**config.mk**
```make
export PLATFORM = sky130hd
export DESIGN_NAME = aes_spi_master_flat
export DESIGN_NICKNAME = d
export VERILOG_FILES = /design/src/rtl/aes_spi_master_if.sv /design/src/rtl/aes_spi_master.sv /design/src/flat_wrapper.sv
export SDC_FILE = /design/constraint.sdc
export NUM_CORES = 1
export LEC_CHECK = 0
export CORE_MARGIN = 2
export CORE_UTILIZATION = 46
export CTS_CLUSTER_SIZE = 28
export DETAILED_ROUTE_END_ITERATION = 8
export PLACE_DENSITY = 0.87
export SYNTH_ARGS = -nofsm -noshare
export SYNTH_HDL_FRONTEND = slang
export SYNTH_SLANG_ARGS = --single-unit
```
**constraint.sdc**
```tcl
create_clock -name clk -period 1.9 [get_ports clk]
set_input_delay 0.38 -clock clk [delete_from_list [all_inputs] [get_ports clk]]
set_output_delay 0.38 -clock clk [all_outputs]
set_load 0.01 [all_outputs]
```
**src/rtl/aes_spi_master_if.sv**
```systemverilog
// Host request/result signals and SPI pins of aes_spi_master.
// The timeout signal exists only when AES_SPI_TIMEOUT_EN is defined.
interface aes_spi_master_if #(
    parameter int K = 128
);
    // start is a one-cycle request taken only while busy is low; result_valid
    // is a one-cycle pulse and result holds its value until the next accepted start.
    logic           start;
    logic [K-1:0]   key;
    logic [127:0]   message;
    logic           sclk;
    logic           mosi;
    logic           ce;
    logic           miso;
    logic           done;
    logic           busy;
    logic [127:0]   result;
    logic           result_valid;
`ifdef AES_SPI_TIMEOUT_EN
    logic           timeout;

    modport master (input  start, key, message, miso, done,
                    output sclk, mosi, ce, busy, result, result_valid, timeout);
    modport slave  (output start, key, message, miso, done,
                    input  sclk, mosi, ce, busy, result, result_valid, timeout);
`else
    modport master (input  start, key, message, miso, done,
                    output sclk, mosi, ce, busy, result, result_valid);
    modport slave  (output start, key, message, miso, done,
                    input  sclk, mosi, ce, busy, result, result_valid);
`endif
endinterface

```
**src/rtl/aes_spi_master.sv**
```systemverilog
// SPI master that ships {message,key} to an AES accelerator and reads back the ciphertext.
// Optional AES_SPI_TIMEOUT_EN adds a 16-bit WAIT_DONE watchdog and the timeout pulse.
module aes_spi_master #(
    parameter int K   = 128,
    parameter int DIV = 4
) (
    input  logic                    clk,
    input  logic                    reset_n,
    aes_spi_master_if.master        bus,
    output logic [2:0]              state_dbg
);
    generate
        if (K != 128 && K != 192 && K != 256) begin : g_bad_k
            $error("aes_spi_master: K must be 128, 192 or 256");
        end
        if (DIV < 1) begin : g_bad_div
            $error("aes_spi_master: DIV must be at least 1");
        end
    endgenerate

    localparam int FW = K + 128;
    localparam int BW = $clog2(FW + 1);
    localparam int PW = (DIV > 1) ? $clog2(DIV) : 1;
    localparam logic [PW-1:0] PHASE_LAST = PW'(DIV - 1);
    localparam logic [BW-1:0] FRAME_LAST = BW'(FW);
    localparam logic [BW-1:0] READ_LAST  = BW'(127);

    typedef enum logic [2:0] {
        IDLE      = 3'd0,
        LOAD      = 3'd1,
        WAIT_DONE = 3'd2,
        READ      = 3'd3,
        FINISH    = 3'd4
    } state_e;

    state_e         state;
    logic [1:0]     done_sync;
    logic           done_s;
    logic [FW-1:0]  shreg;
    logic [BW-1:0]  bit_cnt;
    logic [PW-1:0]  phase_cnt;
    logic           phase_end;
`ifdef AES_SPI_TIMEOUT_EN
    logic [15:0]    to_cnt;
`endif

    assign done_s    = done_sync[1];
    assign phase_end = (phase_cnt == PHASE_LAST);
    assign state_dbg = state;

    always_ff @(posedge clk or negedge reset_n) begin
        if (!reset_n) begin
            state            <= IDLE;
            done_sync        <= '0;
            shreg            <= '0;
            bit_cnt          <= '0;
            phase_cnt        <= '0;
            bus.sclk         <= 1'b0;
            bus.mosi         <= 1'b0;
            bus.ce           <= 1'b0;
            bus.busy         <= 1'b0;
            bus.result       <= '0;
            bus.result_valid <= 1'b0;
`ifdef AES_SPI_TIMEOUT_EN
            to_cnt           <= '0;
            bus.timeout      <= 1'b0;
`endif
        end else begin
            done_sync        <= {done_sync[0], bus.done};
            bus.result_valid <= 1'b0;
`ifdef AES_SPI_TIMEOUT_EN
            bus.timeout      <= 1'b0;
`endif
            case (state)
                IDLE: begin
                    bus.busy <= 1'b0;
                    if (bus.start && !bus.busy) begin
                        shreg     <= {bus.message, bus.key};
                        bus.mosi  <= bus.message[127];
                        bus.ce    <= 1'b1;
                        bus.busy  <= 1'b1;
                        phase_cnt <= '0;
                        bit_cnt   <= '0;
                        state     <= LOAD;
                    end
                end
                LOAD: begin
                    if (!phase_end) begin
                        phase_cnt <= phase_cnt + 1'b1;
                    end else begin
                        phase_cnt <= '0;
                        if (bus.sclk) begin
                            // Falling edge: present the next frame bit for the following rise.
                            bus.sclk <= 1'b0;
                            bit_cnt  <= bit_cnt + 1'b1;
                            shreg    <= {shreg[FW-2:0], 1'b0};
                            bus.mosi <= shreg[FW-2];
                        end else if (bit_cnt == FRAME_LAST) begin
                            bus.ce   <= 1'b0;
                            bus.mosi <= 1'b0;
                            bit_cnt  <= '0;
                            state    <= WAIT_DONE;
`ifdef AES_SPI_TIMEOUT_EN
                            to_cnt   <= 16'd1;
`endif
                        end else begin
                            bus.sclk <= 1'b1;
                        end
                    end
                end
                WAIT_DONE: begin
                    if (done_s) begin
                        phase_cnt <= '0;
                        state     <= READ;
                    end
`ifdef AES_SPI_TIMEOUT_EN
                    // to_cnt counts WAIT_DONE cycles including the current one.
                    else if (to_cnt == 16'hFFFF) begin
                        to_cnt      <= '0;
                        bus.timeout <= 1'b1;
                        bus.busy    <= 1'b0;
                        state       <= IDLE;
                    end else begin
                        to_cnt <= to_cnt + 1'b1;
                    end
`endif
                end
                READ: begin
                    if (!phase_end) begin
                        phase_cnt <= phase_cnt + 1'b1;
                    end else begin
                        phase_cnt <= '0;
                        if (!bus.sclk) begin
                            bus.sclk     <= 1'b1;
                            shreg[127:0] <= {shreg[126:0], bus.miso};
                        end else begin
                            bus.sclk <= 1'b0;
                            if (bit_cnt == READ_LAST) begin
                                bit_cnt <= '0;
                                state   <= FINISH;
                            end else begin
                                bit_cnt <= bit_cnt + 1'b1;
                            end
                        end
                    end
                end
                FINISH: begin
                    bus.result       <= shreg[127:0];
                    bus.result_valid <= 1'b1;
                    state            <= IDLE;
                end
                default: state <= IDLE;
            endcase
        end
    end
endmodule

```
**src/flat_wrapper.sv**
```systemverilog
// flat-port wrapper written by rule: the top's interface ports become plain ports
module aes_spi_master_flat 
#(
    parameter int K   = 128,
    parameter int DIV = 4
)
  (clk, reset_n, state_dbg, bus_start, bus_key, bus_message, bus_miso, bus_done, bus_sclk, bus_mosi, bus_ce, bus_busy, bus_result, bus_result_valid);
  aes_spi_master_if #(.K(K)) bus_i ();
  input  logic clk;
  input  logic reset_n;
  output logic [2:0] state_dbg;
  input wire logic [$bits(bus_i.start)-1:0] bus_start;
  input wire logic [$bits(bus_i.key)-1:0] bus_key;
  input wire logic [$bits(bus_i.message)-1:0] bus_message;
  input wire logic [$bits(bus_i.miso)-1:0] bus_miso;
  input wire logic [$bits(bus_i.done)-1:0] bus_done;
  output wire logic [$bits(bus_i.sclk)-1:0] bus_sclk;
  output wire logic [$bits(bus_i.mosi)-1:0] bus_mosi;
  output wire logic [$bits(bus_i.ce)-1:0] bus_ce;
  output wire logic [$bits(bus_i.busy)-1:0] bus_busy;
  output wire logic [$bits(bus_i.result)-1:0] bus_result;
  output wire logic [$bits(bus_i.result_valid)-1:0] bus_result_valid;
  assign bus_i.start = bus_start;
  assign bus_i.key = bus_key;
  assign bus_i.message = bus_message;
  assign bus_i.miso = bus_miso;
  assign bus_i.done = bus_done;
  assign bus_sclk = bus_i.sclk;
  assign bus_mosi = bus_i.mosi;
  assign bus_ce = bus_i.ce;
  assign bus_busy = bus_i.busy;
  assign bus_result = bus_i.result;
  assign bus_result_valid = bus_i.result_valid;
  aes_spi_master #(.K(K), .DIV(DIV)) u_core (.clk(clk), .reset_n(reset_n), .bus(bus_i), .state_dbg(state_dbg));
endmodule
```
# Word level (Yosys, flattened, before mapping)
# Index checks and enable logic that the tools add are counted.
dict set report totals {
  n_memories 0
  elab_cells 93
  latch_bits 0
  reg_bits 404
  out_inout_bits 136
  in_bits 261
  rom_bits 0
  ramBits 0
}
dict set report op_classes {
  n_eq_ne 18
  n_bitwise 0
  div_mod_pow 0
  reduce_logical 16
  mul 0
  order_cmp 0
  mux 45
  shifts 0
  n_addsub 2
}
# op count
set op_table {}
lappend op_table {{$mux 255} 3}
lappend op_table {{$pmux 128 s3} 1}
lappend op_table {{$mux 128} 2}
lappend op_table {{$pmux 127 s2} 1}
lappend op_table {{$mux 9} 7}
lappend op_table {{$pmux 9 s3} 1}
lappend op_table {{$mux 3} 8}
lappend op_table {{$ne 2x1->1 const B} 8}
lappend op_table {{$mux 1} 14}
lappend op_table {{$pmux 3 s4} 1}
lappend op_table {{$reduce_and 6->1} 2}
lappend op_table {{$add 9x1->9 const B} 1}
lappend op_table {{$eq 9x7->1 const B} 1}
lappend op_table {{$eq 9x9->1 const B} 1}
lappend op_table {{$reduce_and 4->1} 2}
lappend op_table {{$reduce_and 8->1} 1}
lappend op_table {{$eq 3x2->1 const B} 2}
lappend op_table {{$mux 2} 3}
lappend op_table {{$pmux 1 s2} 3}
lappend op_table {{$pmux 2 s3} 1}
lappend op_table {{$reduce_and 3->1} 2}
lappend op_table {{$reduce_bool 3->1} 2}
lappend op_table {{$reduce_and 5->1} 1}
lappend op_table {{$ne 2x2->1 const B} 2}
lappend op_table {{10 further kinds} 11}

# Logic depth before layout (Yosys ltp)
# Gate-level depths: netlist of run 1.
dict set report logic_depth {
  depth_word 5
  depth_mapped 9
  mapped_depth_nobuf 6
}

# Worst setup path after synthesis of run 1
# OpenSTA, ideal clock, no wires.
dict set report synth_timing {
  kind {register to register}
  startpoint {register u_core.phase_cnt[0]}
  endpoint {register u_core.shreg[0]}
  slack_ns -0.007
  setup_ns 0.125
  arrival_ns 1.782
  path_stages_with_launch 9
  required_ns 1.775
  cell_sequence {dfrtp_1 > ha_1 > and2_0 > buf_4 > nand3_1 > a21oi_1 > buf_4 > buf_6 > mux2_2}
}
dict set report synth_via {
  elab_chain_cells 3
}
# item line
set synth_rtl {}
lappend synth_rtl {{from (decl)} aes_spi_master.sv:41} ;# logic [PW-1:0] phase_cnt;
lappend synth_rtl {{from (signal assigned)} aes_spi_master.sv:89} ;# phase_cnt <= phase_cnt + 1'b1;
lappend synth_rtl {{from (signal assigned)} aes_spi_master.sv:130} ;# phase_cnt <= phase_cnt + 1'b1;
lappend synth_rtl {{$eq 2x2->1 *} aes_spi_master.sv:48} ;# assign phase_end = (phase_cnt == PHASE_LAST);
lappend synth_rtl {{$ne 2x1->1 (no line)} n/a}
lappend synth_rtl {{$reduce_and 6->1 (no line) *} n/a}
lappend synth_rtl {{to (signal assigned)} aes_spi_master.sv:78} ;# shreg <= {bus.message, bus.key};
lappend synth_rtl {{to (signal assigned)} aes_spi_master.sv:96} ;# shreg <= {shreg[FW-2:0], 1'b0};
lappend synth_rtl {{to (signal assigned)} aes_spi_master.sv:135} ;# shreg[127:0] <= {shreg[126:0], bus.miso};
lappend synth_rtl {{to (decl)} aes_spi_master.sv:39} ;# logic [FW-1:0] shreg;
# Mark *: on every way between the ends. The rest lies on a longest branch, timed or not.
# A chain may end at the register's enable or synchronous reset.

# Worst setup path after layout of run 1
dict set report layout_timing {
  startpoint {register u_core.state[0], in the netlist u_core.state_dbg[0]}
  endpoint {register u_core.shreg[186]}
}
dict set report layout_via {
  elab_chain_cells 3
}
# item line
set layout_rtl {}
lappend layout_rtl {{from (decl)} aes_spi_master.sv:36} ;# state_e state;
lappend layout_rtl {{from (signal assigned)} aes_spi_master.sv:53} ;# state <= IDLE;
lappend layout_rtl {{from (signal assigned)} aes_spi_master.sv:84} ;# state <= LOAD;
lappend layout_rtl {{from (signal assigned)} aes_spi_master.sv:102} ;# state <= WAIT_DONE;
lappend layout_rtl {{$eq 3x1->1 / $logic_not 3->1 (equally long branches)} aes_spi_master.sv:74} ;# case (state)
lappend layout_rtl {{$ne 2x1->1 (no line) / $reduce_bool 2->1 (equally long branches)} n/a}
lappend layout_rtl {{$reduce_and 4->1 (no line)} n/a}
# Parallel ways exist; a longest one is shown, timed or not.

==> run metrics, run 1 <==
hold path start=bus_done; remaining antenna violation count after routing=0; crit path DAT=2.51 ns; Synth Area in Compound Gates=4.89%; Most common cell on crit path=buf_4; clock buffer count from CTS=42; # clock sinks=404; violated checks=negative setup slack; largest family of logic cells by synthesized area=multiplexers; dominant cell type by area after synthesis=dfrtp_1; Pins Over Slew Limit=0; fillers=2592; clk_lat worst skew=0.59 ns; post-synthesis net count=1909; R2R Path Start=u_core.state_dbg[0]; Hold Vio Cnt, Final=0; vias per std cell=5.62; status=finished, violations left; count of TritonRoute iterations in the first routing pass=7; simple-gate portion of the synthesized area=12.7%; Least-Margin Pin Slew=0.588 ns; Final nets=2387; CORE AREA=39500 µm²; aggregate global-route resource usage=25.8%; post-synthesis sequential area ratio=55.2%; design area=26300 µm²; kind of critical path=reg -> reg; post-synth top area share=55.2%; hpwl dp=34500 µm; Distinct cells, synth=56; GRT overflow=0; dpl cell area=23200 µm²; CP startpoint=u_core.state_dbg[0]; Die Span Y=203 µm; Data required, critical path=2.34 ns; first-pass GRT wire length=83500 µm; # DRC=0; Clock Skew=0.0389 ns; Max-Cap Viols=0; initial antenna violation count=3; Reg clk slew, reported paths=0.07 ns; clock root buffer master=clkbuf_16; Clock Tree Buf Depth=3; fin crit share=109%; number of port buffers=396; flops & latches, synth=404; post-synthesis mux area share=22.8%; largest net degree at the start of global routing=69; CTS tree=yes; H-tree depth=2; WL/cell=22.6 µm; most frequent cells in the layout=519 x nand2_1, 401 x dfrtp_1, 293 x clkdlybuf4s50_1; Synth Flop Type=dfrtp_1; achievable clock frequency=483 MHz; unrepaired setup endpoints after global routing=true; die width=203 µm; floorplan row count=73; peak supply drop=0.000856 V; post-synthesis adder-cell area fraction=0.205%; Setup-failing EPs final=111; vias in the first global route=15500; Mapped Cells=1645; post-synthesis area per instance=11.1 µm²; share of layout cells above drive strength 1=23.7%; Hold Path Class=in -> reg; Syn Std Cell Area=18300 µm²; DR vias=15100; die footprint=41400 µm²; Final min period=2.07 ns; critical path peak fanout=6; non-filler cells in the finished layout=2680; crit path max-delay cell type=dfrtp_1; most common cell after layout, fill and taps aside=nand2_1; post-synthesis xor/xnor area fraction=0%; PwrDens=1270 nW/µm²; starting density of the core=46.4%; synthesis-to-layout area growth=43.5%; fin worst setup slack=-0.171 ns; leakage=12.6 nW; crit-path cells=nor3b_2, buf_4, buf_4, o211ai_1, buf_4, buf_6, clkbuf_16, buf_6, o21ai_0; total wire length=60400 µm; synth top area cells=dfrtp_1 55%, mux2_2 15%, nand2_1 11%; drt first-iter violations=1092; gp weighted congestion=0.845; post-placement cell count=2541; Worst Setup Start Kind=flop; Worst setup EP type=flop; Ys Warns=0; max incr delay on CP=0.40 ns; io pins=397; ys async rst share=100%; Slew HR=60.7%; Post-synth EDFFs=0
## power by group
group | leakage [nW] | internal (mW) | switching [mW]
clock | 0.694 | 4.91 | 3.73
sequential | 5.09 | 10.9 | 1.97
combinational | 6.87 | 6.52 | 5.35
## critical path, delay by kind of cell (launching register included)
family | cells | cell delay [ns]
AOI/OAI and AO/OA | 2 | 0.43
DFF | 1 | 0.40
buffers and inverters | 6 | 0.88
and+or+nand+nor | 1 | 0.22
## synthesized netlist by cell type (all sizes together), types with 2 or more instances
cell type,number
nand2b,4
nor2,10
mux2,257
a22o,2
mux2i,127
dfrtp,404
o211ai,2
nor3,4
o41ai,2
a2111oi,2
a21oi,4
nand3,7
nor2b,2
o21bai,3
o31ai,2
o21ai,136
ha,3
and4,2
nand4,5
a211o,2
inv,5
or3,3
buf,72
nand2,520
nor4,2
and2,3
clkbuf,37
nor3b,3
nand4b,2
a31oi,3
## flip-flops by register name, summed over array words and instances (netlist names)
register,flops
u_core.bus.result,128
u_core.done_sync,2
u_core.phase_cnt,2
u_core.bus.result_valid,1
u_core.bus.busy,1
u_core.shreg,255
u_core.bit_cnt,9
u_core.bus.ce,1
u_core.bus.mosi,1
u_core.state_dbg,3
u_core.bus.sclk,1
## metal layers
metal / wire [µm] / GRT usage (%) / share of wire (%) / vias up
li1: - / - / - / 6506
met1: 22500 / 31.6 / 37 / 7502
met2: 30100 / 43.4 / 50 / 824
met3: 4960 / 6.25 / 8.2 / 216
met4: 2840 / 11.2 / 4.7 / 4
met5: 27 / 0 / 0.045 / -
## path summary, 6_finish.rpt
check | slack [ns] | to | depth (start not counted)
max | -0.17 | u_core.shreg[186] | 9
min | 0.25 | u_core.done_sync[0] | 1
max reg2reg | -0.17 | u_core.shreg[186] | 9
min reg2reg | 0.37 | u_core.done_sync[1] | 0
max in group asynchronous | 0.90 | u_core.bus.result[13] | 3
min in group asynchronous | 0.35 | u_core.shreg[156] | 2
## through the flow
step                      utilization, %  TNS, ns  setup slack (ns)  hold WS, ns  power [mW]
final                               66.6    -2.38            -0.171        0.251        33.4
after global routing                66.6   -17.98            -0.224        0.241        35.0
after CTS                           64.3    -4.70           -0.0965        0.238        31.5
after floorplan                        -        0            0.0153       0.0844        18.0
after global placement              58.9   -88.03            -0.553        0.338        20.5
after detailed placement            58.9   -90.97            -0.564        0.342        21.1
## kinds of logic after synthesis
kind of cell,count (synthesis)
AO/OA/AOI/OAI,162
buffers and inverters,115
multiplexers,384
flip-flops,404
adder cells (fa/ha/maj),3
AND/OR/NAND/NOR,577
## layout make-up
type / instances / area [µm²] / area share [%]
sequential: 404 / 10100 / 38.5
multi-input combinational: 1128 / 7940 / 30.2
timing repair buffer: 542 / 6110 / 23.3
clock buffer: 53 / 1150 / 4.39
tap: 525 / 657 / 2.50
clock inverter: 22 / 275 / 1.05
inverter: 5 / 18.8 / 0.0715
antenna: 1 / 2.50 / 0.00953
## repair_timing
item	CTS	global route
gates resized for setup	158	150
hold buffers	1	0
endpoints found under the setup margin	238	336
hold endpoints to repair	24	0
setup buffers	18	19
gates cloned	9	25
pin swaps	7	15
Power figures use the tool's default switching activity.
==> run 2: changes to the inputs <==
--- a/config.mk
+++ b/config.mk
@@ -6,9 +6,10 @@
 export NUM_CORES = 1
 export LEC_CHECK = 0
 export CORE_MARGIN = 2
-export CORE_UTILIZATION = 46
+export CORE_UTILIZATION = 58
 export CTS_CLUSTER_SIZE = 28
 export DETAILED_ROUTE_END_ITERATION = 8
+export DONT_BUFFER_PORTS = 1
 export PLACE_DENSITY = 0.87
 export SYNTH_ARGS = -nofsm -noshare
 export SYNTH_HDL_FRONTEND = slang
==> run 2 against run 1 <==
Compared with the run above:
- the flow finishes with violations (negative hold slack, negative setup slack)
- flip-flop and latch count is the same
- fmax shrank 2.7%
- clock power shrank 6.1%
- via count shrank 14%
- sequential power is essentially flat
- routed wire length shrank 18%
- non-clock buffer count shrank 417
- design area shrank 17%
- count of clock-buffer cells in the layout grew 6
- sequential share of layout area grew 8.0 points
- first-iteration DRC count shrank 23%
- critical path type unchanged
==> run metrics, run 2 (synthesized netlist as in run 1, its figures left out) <==
fin worst setup slack=-0.228 ns; pre-CTS setup slack=-0.158 ns; most frequent cells in the layout=485 x nand2_1, 401 x dfrtp_1, 235 x mux2_2; Most common cell on crit path=clkbuf_16; Least-Margin Pin Slew=0.598 ns; non-filler cells in the finished layout=2136; remaining antenna violation count after routing=0; number of port buffers=0; Setup-failing EPs final=193; kind of critical path=reg -> reg; DR vias=13000; vias per std cell=6.07; clock buffer count from CTS=41; clk_lat worst skew=0.53 ns; die width=182 µm; Worst setup EP type=flop; Die Span Y=182 µm; Largest Register=u_core.shreg; # DRC=0; Final min period=2.13 ns; hold slack final=-0.439 ns; Pins Over Slew Limit=0; total power=31.7 mW; leakage=9.82 nW; H-tree depth=2; Final nets=1968; max incr delay on CP=0.41 ns; post-placement cell count=2011; PwrDens=1460 nW/µm²; crit-path cells=ha_4, and2_4, buf_6, o211ai_1, clkbuf_16, buf_12, clkbuf_16, nand2_1, o21ai_1; achievable clock frequency=470 MHz; share of layout cells above drive strength 1=30.8%; CORE AREA=31300 µm²; initial antenna violation count=0; Hold Vio Cnt, Final=404; Post-CTS Hold Buffers=1; Clock Skew=0.0270 ns; crit path DAT=2.55 ns; Data required, critical path=2.32 ns; most common cell after layout, fill and taps aside=nand2_1; gp weighted congestion=0.862; peak supply drop=0.000848 V; CP bufs+invs=4; fin crit share=112%; total wire length=49500 µm; critical path peak fanout=14; Max-Cap Viols=0; floorplan row count=65; WL/cell=23.2 µm; count of TritonRoute iterations in the first routing pass=5; Slew HR=60.2%; Worst Setup Start Kind=flop; violated checks=negative hold slack, negative setup slack; aggregate global-route resource usage=26.7%; largest net degree at the start of global routing=405; vias in the first global route=12800; Hold Path Class=in -> async; die footprint=33000 µm²; status=finished, violations left; top flop regs=u_core.shreg x255, u_core.bus.result x128, u_core.bit_cnt x9; GRT overflow=0; first-pass GRT wire length=69600 µm; starting density of the core=58.5%; drt first-iter violations=846; io pins=397; Clock Tree Buf Depth=3; Reg clk slew, reported paths=0.07 ns; crit path max-delay cell type=dfrtp_1; CTS tree=yes; unrepaired setup endpoints after global routing=true; clock root buffer master=clkbuf_16; max FFs per register=255; synthesis-to-layout area growth=18.9%; # clock sinks=404; CP delay by family, top=buffers and inverters; TNS Setup=-7.71 ns; hpwl dp=29200 µm
-- run 2: cell types whose count changed in the layout (fill, tap and decap cells not counted), sizes merged, moves of 4 or more --
cell	change
dlymetal6s2s	-40
clkdlybuf4s50	-293
dlygate4sd2	-60
buf	-30
clkinvlp	-4
clkbuf	+10
-- run 2: path summary, 6_finish.rpt --
check                                    start  cells after the start               endpoint  slack, ns
max reg2reg                u_core.phase_cnt[1]                      9      u_core.shreg[220]      -0.23
min                                    reset_n                      0  u_core.bus.result[84]      -0.44
max                        u_core.phase_cnt[1]                      9      u_core.shreg[220]      -0.23
max in group asynchronous              reset_n                      0  u_core.bus.result[48]       1.82
min in group clk               bus_message[35]                      2      u_core.shreg[163]       0.04
min reg2reg                u_core.done_sync[0]                      0    u_core.done_sync[1]       0.44
-- run 2: layout make-up --
cell class	instances	area, µm²
Sequential cell	404	10100
Fill cell	1967	9550
Multi-Input combinational cell	1127	7900
Timing Repair Buffer	125	1880
Clock buffer	59	1220
Tap cell	402	503
Clock inverter	12	121
Inverter	5	18.8
Antenna cell	2	5.00
-- run 2: routing by layer --
metal | global-route usage [%] | part of all wire (%) | vias up
met5 | 0 | 0 | -
met4 | 11.5 | 4.9 | 0
met3 | 7.30 | 8.1 | 158
met2 | 44.6 | 50 | 640
met1 | 32.8 | 37 | 6484
li1 | - | - | 5691
-- run 2: report_power, final --
group / switching (mW) / internal, mW / total [mW]
Sequential: 1.89 / 10.9 / 12.8
Combinational: 4.95 / 5.80 / 10.8
Clock: 3.39 / 4.72 / 8.11
-- run 2: stage by stage --
| step | util [%] | area (µm²) |
|---|---|---|
| final | 69.5 | 21800 |
| after global routing | 69.5 | 21800 |
| after global placement | 60.4 | 18900 |
| after detailed placement | 60.4 | 18900 |
| after floorplan | - | 18300 |
| after CTS | 66.3 | 20800 |
-- run 2: timing repair --
item / 4_1_cts / 5_1_grt
setup endpoints to repair: 157 / 255
setup buffers: 16 / 6
cloned: 9 / 23
gates resized for setup: 51 / 176
pin swaps: 4 / 32
endpoints found under the hold margin: 405 / 404
==> run 3: changes to the inputs <==
--- a/config.mk
+++ b/config.mk
@@ -11,6 +11,7 @@
 export DETAILED_ROUTE_END_ITERATION = 8
 export DONT_BUFFER_PORTS = 1
 export PLACE_DENSITY = 0.87
+export REMOVE_ABC_BUFFERS = 1
 export SYNTH_ARGS = -nofsm -noshare
 export SYNTH_HDL_FRONTEND = slang
 export SYNTH_SLANG_ARGS = --single-unit
==> run 3 against run 2 <==
Compared with the run above:
- the flow finishes with violations (negative hold slack, max-slew violations, negative setup slack)
- first-iteration DRC count rose by 28%
- register-to-register slack improved by 0.06 ns
- sequential power hardly changed
- hold slack lost 0.0091 ns
- non-clock buffer count up 13
- critical path type unchanged
- total power rose by 1.6%
- combinational power about the same
- sequential share of layout area barely moved
==> run metrics, run 3 (synthesized netlist as in run 1, its figures left out) <==
status=finished, violations left; violated checks=negative hold slack, max-slew violations, negative setup slack; fin worst setup slack=-0.167 ns; top flop regs=u_core.shreg x255, u_core.bus.result x128, u_core.bit_cnt x9; pre-CTS setup slack=-0.111 ns; GRT overflow=0; most frequent cells in the layout=462 x nand2_1, 403 x dfrtp_1, 245 x mux2_2; Final min period=2.07 ns; peak supply drop=0.000915 V; crit path DAT=2.49 ns; kind of critical path=reg -> reg; # clock sinks=404; fin crit share=109%; DR vias=13300; achievable clock frequency=484 MHz; share of layout cells above drive strength 1=33.2%; critical path peak fanout=7; Worst setup EP type=flop; Slew HR=-4.26%; Hold Vio Cnt, Final=404; count of TritonRoute iterations in the first routing pass=5; Hold Path Class=in -> async; Worst Setup Start Kind=flop; Clock Tree Buf Depth=3; WL/cell=24.7 µm; Data required, critical path=2.32 ns; max FFs per register=255; # DRC=0; hold slack final=-0.448 ns; Pins Over Slew Limit=77; Setup-failing EPs final=80; CTS tree=yes; H-tree depth=2; Clock Skew=0.0159 ns; crit path max-delay cell type=dfrtp_1; drt first-iter violations=1079; largest net degree at the start of global routing=405; most common cell after layout, fill and taps aside=nand2_1; die width=182 µm; floorplan row count=65; die footprint=33000 µm²; aggregate global-route resource usage=29.3%; Reg clk slew, reported paths=0.07 ns; io pins=397; starting density of the core=58.5%; Max-Cap Viols=0; synthesis-to-layout area growth=19.0%; clk_lat worst skew=0.53 ns; number of port buffers=0; vias per std cell=6.19; hpwl dp=31300 µm; first-pass GRT wire length=76300 µm; Final nets=1982; dpl cell area=19200 µm²; leakage=9.82 nW; design area=21800 µm²; fillers=1942; total wire length=53100 µm; max incr delay on CP=0.40 ns; gp weighted congestion=0.893; unrepaired setup endpoints after global routing=true; CP bufs+invs=5; initial antenna violation count=1; Largest Register=u_core.shreg; crit-path cells=ha_2, and2_4, buf_6, o211ai_1, buf_4, clkbuf_16, buf_12, buf_8, nand2_2, o21ai_2; clock buffer count from CTS=43; CORE AREA=31300 µm²; Least-Margin Pin Slew=1.56 ns; CP delay by family, top=buffers and inverters; clock root buffer master=clkbuf_16; Die Span Y=182 µm; Post-CTS Hold Buffers=1; vias in the first global route=13900; remaining antenna violation count after routing=0; PwrDens=1480 nW/µm²
[run 3: path summary, 6_finish.rpt]
path / from / endpoint / slack (ns) / cells past startpoint
max reg2reg: u_core.phase_cnt[0] / u_core.shreg[208] / -0.17 / 10
min in group clk: bus_message[54] / u_core.shreg[182] / 0.05 / 2
max in group asynchronous: reset_n / u_core.shreg[47] / 1.09 / 0
max: u_core.phase_cnt[0] / u_core.shreg[208] / -0.17 / 10
min: reset_n / u_core.shreg[179] / -0.45 / 0
min reg2reg: u_core.done_sync[0] / u_core.done_sync[1] / 0.37 / 0
[run 3: layout make-up]
cell class	instances	area, µm²	area share, %
antenna	1	2.50	0.0115
tap	402	503	2.31
clock buffer	68	1360	6.26
timing repair buffer	138	1750	8.01
multi-input combinational	1126	7960	36.5
clock inverter	8	76.3	0.350
inverter	5	18.8	0.0862
sequential	404	10100	46.4
[run 3: metrics by stage]
| step | utilization [%] | setup TNS (ns) | instances | total power [mW] |
|---|---|---|---|---|
| 6_report | 69.6 | -3.48 | 2152 | 32.2 |
| 5_1_grt | 69.6 | -18.07 | 2152 | 33.6 |
| 4_1_cts | 67.8 | -0.391 | 2145 | 30.6 |
| 3_5_place_dp | 61.2 | -5.55 | 2044 | 20.6 |
| 3_3_place_gp | 61.2 | -1.46 | 2044 | 19.9 |
| 2_1_floorplan | - | -2091.31 | 1535 | 17.0 |
[run 3: per-layer routing]
layer | wire length, µm | GRT usage [%] | part of all wire [%] | vias to the layer above
met5 | 0 | 0 | 0 | -
met4 | 3170 | 13.9 | 6.0 | 0
met3 | 6110 | 10.6 | 12 | 222
met2 | 25500 | 49.9 | 48 | 793
met1 | 18300 | 32.9 | 34 | 6608
li1 | - | - | - | 5705
[run 3: repair_timing]
action                                  in CTS  in global routing
pin swaps                                    3                 55
cloned                                       8                  6
hold endpoints to repair                   405                404
gates resized for setup                    114                172
setup buffers                               19                  7
endpoints found under the setup margin     227                305
[run 3: where the power goes]
group          switching [mW]  internal [mW]
sequential               2.07           10.9
combinational            5.29           5.41
clock                    3.44           5.04
total                    10.8           21.4
[run 3: worst register-to-register path, cell delays in order (launching register included)]
cell and delay (ns):
dfrtp_1 0.40, ha_2 0.21, and2_4 0.17, buf_6 0.11, o211ai_1 0.24, buf_4 0.17
clkbuf_16 0.17, buf_12 0.14, buf_8 0.14, nand2_2 0.08, o21ai_2 0.14
